**src/rtl/down_timer.sv**
```systemverilog
// down_timer: loadable down-counter with pause, auto-reload and expiry count.
// Define DOWN_TIMER_PRESCALE_EN to tick once every PRESCALE clocks instead of every clock.
module down_timer #(
  parameter int DATA_BITS = 32,
  parameter int PRESCALE  = 4
) (
  input  logic                 clk,
  input  logic                 rst,
  input  logic                 load_valid,
  output logic                 load_ready,
  input  logic [DATA_BITS-1:0] load_value,
  input  logic                 start,
  input  logic                 stop,
  input  logic                 auto_reload,
  output logic [DATA_BITS-1:0] count_out,
  output logic                 expired,
  output logic                 busy,
  output logic [7:0]           expire_cnt
);
  typedef enum logic [1:0] {IDLE, RUN, PAUSE, DONE} state_t;
  state_t state, state_d;
  logic [DATA_BITS-1:0] reload_reg;
  logic load_acc, go, tick, expire;
  if (PRESCALE < 2 || PRESCALE > 65535) begin : g_bad_prescale
    $error("PRESCALE out of range");
  end
`ifdef DOWN_TIMER_PRESCALE_EN
  localparam int PW = $clog2(PRESCALE);
  logic [PW-1:0] pre;
  assign tick = state == RUN && !stop && pre == PW'(PRESCALE - 1);
  // restarts on RUN entry and after each tick (which covers expiry); frozen outside RUN
  always_ff @(posedge clk)
    if (!rst || go || tick) pre <= '0;
    else if (state == RUN && !stop) pre <= pre + PW'(1);
`else
  assign tick = state == RUN && !stop;
`endif
  always_comb begin
    load_acc = load_valid && load_ready;
    go       = !load_acc && start && !stop && state != RUN && count_out != '0;
    expire   = tick && count_out == DATA_BITS'(1);
  end
  always_ff @(posedge clk)
    if (!rst) state <= IDLE;
    else state <= state_d;
  always_comb
    state_d = load_acc ? IDLE :
              go ? RUN :
              (state == RUN && stop) ? PAUSE :
              (expire && !auto_reload) ? DONE : state;
  always_comb begin
    busy       = state == RUN;
    load_ready = state != RUN;
  end
  always_ff @(posedge clk)
    if (!rst) begin
      count_out  <= '0;
      reload_reg <= '0;
      expired    <= 1'b0;
      expire_cnt <= '0;
    end else begin
      expired <= expire;
      if (expired && expire_cnt != 8'd255) expire_cnt <= expire_cnt + 8'd1;
      if (load_acc) begin
        count_out  <= load_value;
        reload_reg <= load_value;
      end else if (expire) count_out <= auto_reload ? reload_reg : '0;
      else if (tick && count_out != '0) count_out <= count_out - DATA_BITS'(1);
    end
endmodule
```
**config.mk**
```make
export PLATFORM = sky130hd
export DESIGN_NAME = down_timer
export DESIGN_NICKNAME = d
export VERILOG_FILES = /design/src/rtl/down_timer.sv
export SDC_FILE = /design/constraint.sdc
export NUM_CORES = 1
export LEC_CHECK = 0
export ABC_AREA = 1
export ABC_CLOCK_PERIOD_IN_PS = 4700
export CAP_MARGIN = 15
export CORE_MARGIN = 2
export CORE_UTILIZATION = 40
export DETAILED_ROUTE_END_ITERATION = 6
export PLACE_DENSITY = 0.61
export SETUP_SLACK_MARGIN = 0.4
export SYNTH_ARGS = -nofsm -noshare
export SYNTH_HDL_FRONTEND = slang
export SYNTH_SLANG_ARGS = --single-unit
```
**constraint.sdc**
```tcl
create_clock -name clk -period 4.7 [get_ports clk]
set_input_delay 1.175 -clock clk [delete_from_list [all_inputs] [get_ports clk]]
set_output_delay 1.175 -clock clk [all_outputs]
set_load 0.01 [all_outputs]
```
==> results.yml, run 1 <==
critical_path:
  crit_required_ns: 4.94
  start_kind: "input pin"
  crit_fanout: 52
  reg2reg_slack_ns: 2.32
  worst-endpoint-arrival_ns: 3.36
  end_kind: "flop"
  path_class: "input pin to flop"
sta:
  hold_viol: 0
  tightest_slew_ns: 0.7460
  fin_tns_setup_ns: 0
  rsz0062_at_grt: "no"
  clock_skew_ns: 0.01256
  finalCritPeriodShare_pct: 66.35
  final_max_slew_viol_count: 0
  slew_headroom_pct: 50.19
  setup_viol: 0
  fin_hold_ws_ns: 0.4708
  min_period_ns: 3.118
  fmax_ghz: 0.3207
  timing.final.ws_setup_ns: 1.582
route:
  wire_per_inst_um: 13.83
  drt-total-wl_mm: 12.48
  ant_nets: 0
  vias_per_cell: 4.989
  drtPass1Iterations: 7
  dr_total_vias: 4500
  drc: 0
  drt_iter0_markers: 187
global_routing:
  grt_usage_pct: 21.98
  grt_max_degree: 53
  grt_pass1_wl_mm: 20.33
  grt_pass1_vias: 4158
  antenna_found_initial: 0
  overflow: 0
worst_hold_path:
  min-delay-path-class: "flop to flop"
clocking:
  postCtsHoldBufs: 0
  cts.sink_count: 75
  path_clk_slew_ns: 0.07
  cts_tree: "done"
  clock_latency_ns: 0.36
  htree_levels: 3
  postCtsSetupRepairBufs: 0
  root_buffer: "clkbuf_8"
  cts.repair.resized: 0
  cts_buffers: 9
  clock_tree.buffer_depth: 2
placement:
  io_buffer_count: 80
  hpwl_mm: 8.638
  dp_slack_ns: 1.218
  gp_congestion: 0.8832
  placed_cells: 887
  place_area_um2: 5219
floorplanning:
  die_w_um: 108.3
  dieArea_um2: 11740
  initial_core_util_pct: 40.52
  io_pins: 81
  rows: 38
  coreArea_um2: 10750
  die_height_um: 108.3
power_and_ir_drop:
  finalPower_mw: 1.692
  irDropWorstVdd_mv: 0.1530
  pwr_density_cell_nw_per_um2: 311.4
  power.leakage_nw: 2.429
finish:
  utilization_pct: 50.58
  fin_nets: 799
  drive_gt1_share_pct: 6.430
  final_cells: 902
  nFillCells: 1145
  area_delta_synth_final_pct: 24.83
  fin_area_um2: 5435
  antenna_cells: 0
synth:
  syn_area_um2: 4354
  synth_warnings: 0
  ys_ff_latch: 75
  syn_inst: 690
  syn_avg_cell_area_um2: 6.310
  ys_seq_area_share_pct: 34.48
  syn_nets: 731
  synth_cell_types: 35
run:
  maxCapViolCount: 0
run_status:
  outcome: "finished, final reports clean"
## critical path: stages
cell and delay (ns):
clkdlybuf4s50_1 0.45, inv_1 0.05, nand2_1 0.14, nor2_2 0.07, nand3_4 0.08, nor2_8 0.09, nor2_4 0.46, nand2_4 0.46
o21ai_1 0.25, nor2_1 0.08
## area by class of cell
type	count	area, um2	share of cell area, %
clock buffer	11	141.4	2.601
clock inverter	4	75.07	1.381
inverter	63	236.5	4.351
multi-input combinational	525	2475	45.53
sequential	75	1501	27.62
tap	140	175.2	3.223
timing repair buffer	84	830.8	15.29
## worst paths after layout
kind,from,end,depth (start not counted)
worst max-delay path,stop,count_out[20],10
worst min-delay path,reload_reg[13],reload_reg[13],2
worst max register to register,count_out[16],count_out[20],9
worst min register to register,reload_reg[13],reload_reg[13],2
## power by group
group          switching (mW)  internal [mW]  leakage, nW
Clock                   0.249          0.311        0.102
Sequential             0.0467          0.677        0.618
Combinational           0.237          0.171         1.71
## cells in the final DEF, fill, tap and decap left out, types with 2 or more instances in the layout
master / instances
a21oi_1: 34
buf_4: 4
bufinv_16: 2
clkbuf_8: 10
clkdlybuf4s50_1: 80
clkinv_1: 3
clkinvlp_4: 2
dfxtp_1: 75
ha_1: 3
inv_1: 56
inv_2: 4
nand2_1: 193
nand2_2: 6
nand3_1: 60
nand4_1: 11
nor2_1: 118
nor2_2: 10
nor2_4: 4
nor3_1: 2
nor4_1: 2
o21ai_0: 13
o21ai_1: 32
o22ai_1: 8
or2_2: 2
xnor2_1: 6
xor2_1: 12
## kinds of logic after synthesis
| logic type | after synthesis | share of synthesized area, % |
|---|---|---|
| fa+ha+maj | 3 | 0.8622 |
| buf+inv | 90 | 8.678 |
| xor+xnor | 18 | 3.621 |
| simple gates | 413 | 41.18 |
| flops | 75 | 34.48 |
| compound gates | 91 | 11.18 |
## cells in the mapped netlist, drive strengths merged
master	instances	share of area, %
buf	15	2.2
a21oi	34	3.9
nor3	2	0.23
a211oi	1	0.17
nand3b	2	0.63
xnor2	6	1.2
clkinv	3	0.26
o21bai	2	0.60
nand2	200	18
nor4	2	0.29
or2	2	0.29
nor2	133	13
nand4	11	1.6
clkbuf	12	1.0
o22ai	8	1.1
a21boi	1	0.17
dfxtp	75	34
xor2	12	2.4
o21ai	45	5.2
ha	3	0.86
nand3	61	7.3
inv	60	5.2
## routing by layer
layer	global-route usage (%)	share of wire [%]
met1	28.55	47
met2	37.11	47
met3	2.954	4.1
met4	8.242	1.9
met5	0	0
(Power assumes the default switching activity.)
==> inputs of run 2 (changes only) <==
--- a/config.mk
+++ b/config.mk
@@ -6,12 +6,12 @@
 export NUM_CORES = 1
 export LEC_CHECK = 0
 export ABC_AREA = 1
-export ABC_CLOCK_PERIOD_IN_PS = 4700
+export ABC_CLOCK_PERIOD_IN_PS = 2700
 export CAP_MARGIN = 15
 export CORE_MARGIN = 2
 export CORE_UTILIZATION = 40
 export DETAILED_ROUTE_END_ITERATION = 6
-export PLACE_DENSITY = 0.61
+export PLACE_DENSITY = 0.63
 export SETUP_SLACK_MARGIN = 0.4
 export SYNTH_ARGS = -nofsm -noshare
 export SYNTH_HDL_FRONTEND = slang
==> constraint.sdc (replaced) <==
create_clock -name clk -period 2.7 [get_ports clk]
set_input_delay 0.675 -clock clk [delete_from_list [all_inputs] [get_ports clk]]
set_output_delay 0.675 -clock clk [all_outputs]
set_load 0.01 [all_outputs]
==> run 2 against run 1 <==
  * Hold slack better by 0.00074 ns
  * Largest power group unchanged
  * Cell count up 1.1%
  * Count of clock-buffer cells in the layout down 1
  * Wire length up 3.1%
  * Highest routed layer unchanged
  * Die area unchanged
  * Largest cell class unchanged
  * Sequential share of layout area down 0.67 points
  * Register-to-register slack worse by 1.8 ns
==> results.yml, run 2 (synthesis results as in run 1) <==
run_status:
  outcome: "finished, final reports clean"
clocking:
  root_buffer: "clkbuf_8"
  path_clk_slew_ns: 0.08
  clock_tree.buffer_depth: 2
  htree_levels: 3
  cts_tree: "done"
  postCtsHoldBufs: 0
  clock_latency_ns: 0.36
  cts.sink_count: 75
  cts_buffers: 9
power_and_ir_drop:
  irDropWorstVdd_mv: 0.2407
  pwr_density_cell_nw_per_um2: 554.4
  power.leakage_nw: 2.515
critical_path:
  r2r_end: "count_out[4]"
  crit_required_ns: 2.95
  path_class: "input pin to flop"
  r2r_start: "count_out[0]"
  crit_fanout: 30
  reg2regPathDepth: 10
  worst-endpoint-arrival_ns: 2.44
  end_kind: "flop"
  reg2reg_slack_ns: 0.56
  start_kind: "input pin"
global_routing:
  grt_pass1_wl_mm: 20.99
  grt_max_degree: 38
  overflow: 0
  grt_usage_pct: 22.63
  grt_pass1_vias: 4483
  antenna_found_initial: 0
finish:
  fin_nets: 808
  final_common_cell: "nand2_1"
  final_cell_mix: "nand2_1, nor2_1, clkdlybuf4s50_1"
  area_delta_synth_final_pct: 27.93
  multi_input_area_um2: 2491
  utilization_pct: 51.84
  nFillCells: 1118
  regArea_um2: 1501
  antenna_cells: 0
  drive_gt1_share_pct: 7.772
route:
  drt_iter0_markers: 265
  dr_total_vias: 4615
  drtPass1Iterations: 5
  drt-total-wl_mm: 12.86
  ant_nets: 0
  vias_per_cell: 5.060
  wire_per_inst_um: 14.10
  drc: 0
worst_hold_path:
  min_from: "reload_reg[25]"
  hold_depth: 2
  min-delay-path-class: "flop to flop"
  hold_path_end: "reload_reg[25]"
placement:
  io_buffer_count: 80
  gp_congestion: 0.9104
  hpwl_mm: 9.084
sta:
  clock_skew_ns: 0.01237
  hold_viol: 0
  fin_tns_setup_ns: 0
  final_max_slew_viol_count: 0
  tightest_slew_ns: 0.6589
  finalCritPeriodShare_pct: 81.10
  setup_viol: 0
  fin_hold_ws_ns: 0.4716
  fmax_ghz: 0.4567
  slew_headroom_pct: 55.98
  min_period_ns: 2.190
  rsz0062_at_grt: "no"
floorplanning:
  coreArea_um2: 10750
  die_height_um: 108.3
  rows: 38
  die_w_um: 108.3
  initial_core_util_pct: 40.52
  dieArea_um2: 11740
  io_pins: 81
run:
  maxCapViolCount: 0
==> run 2: cell types whose count changed in the layout (fill, tap and decap cells not counted), sizes merged <==
cell      before  now
buf            4   12
nor2         133  134
clkinv         3    6
clkbuf        11   10
clkinvlp       2    0
bufinv         2    3
==> run 2: what timing repair did <==
action,in CTS,in global routing
gates resized for setup,0,2
setup buffers,0,0
setup endpoints to repair,0,28
==> run 2: worst max path at each step <==
stage / startpoint / endpoint / slack (ns) / cells past startpoint
finish: stop / count_out[30] / 0.51 / 12
global route: count_out[0] / count_out[13] / 0.40 / 11
CTS: stop / count_out[4] / 0.46 / 11
detailed placement: stop / count_out[26] / 0.08 / 11
global placement: stop / count_out[26] / 0.16 / 11
floorplan: stop / count_out[26] / 0.89 / 11
==> run 2: layer usage <==
layer | wire [um] | global-route usage, % | part of all wire, % | vias to the layer above
met2 | 6253 | 39.89 | 49 | 115
met3 | 634 | 4.400 | 4.9 | 20
met5 | 0 | 0 | 0 | -
met4 | 193 | 6.136 | 1.5 | 0
li1 | - | - | - | 2355
met1 | 5776 | 28.12 | 45 | 2125
==> run 2: power by group <==
| group | switching, mW | internal [mW] |
|---|---|---|
| registers | 0.0811 | 1.18 |
| clock network | 0.454 | 0.641 |
| logic | 0.423 | 0.311 |
| total | 0.958 | 2.13 |
==> run 2: area by class of cell <==
type                            instances  share of cell area, %
Multi-Input combinational cell        526                  44.72
Clock buffer                           10                  2.471
Tap cell                              140                  3.145
Timing Repair Buffer                   92                  16.44
Sequential cell                        75                  26.95
Clock inverter                          6                  2.022
Inverter                               63                  4.245
==> run 2: per-stage QoR <==
stage,worst slack [ns],instances,total power [mW],area [um2]
floorplan,0.8947,690,1.735,4354
global placement,0.1615,895,1.997,5304
detailed placement,0.08195,895,2.009,5304
CTS,0.4650,911,3.103,5554
global route,0.4036,912,3.259,5570
finish,0.5104,912,3.088,5570
==> run 2: critical path: stages <==
cell             delay (ns)
clkdlybuf4s50_1        0.40
inv_1                  0.09
nand2_1                0.11
nor2_2                 0.17
nand3_4                0.11
nor2_8                 0.22
nor2_4                 0.12
nand2_4                0.11
buf_12                 0.17
nand3_1                0.10
nor2_1                 0.11
nor2_1                 0.04
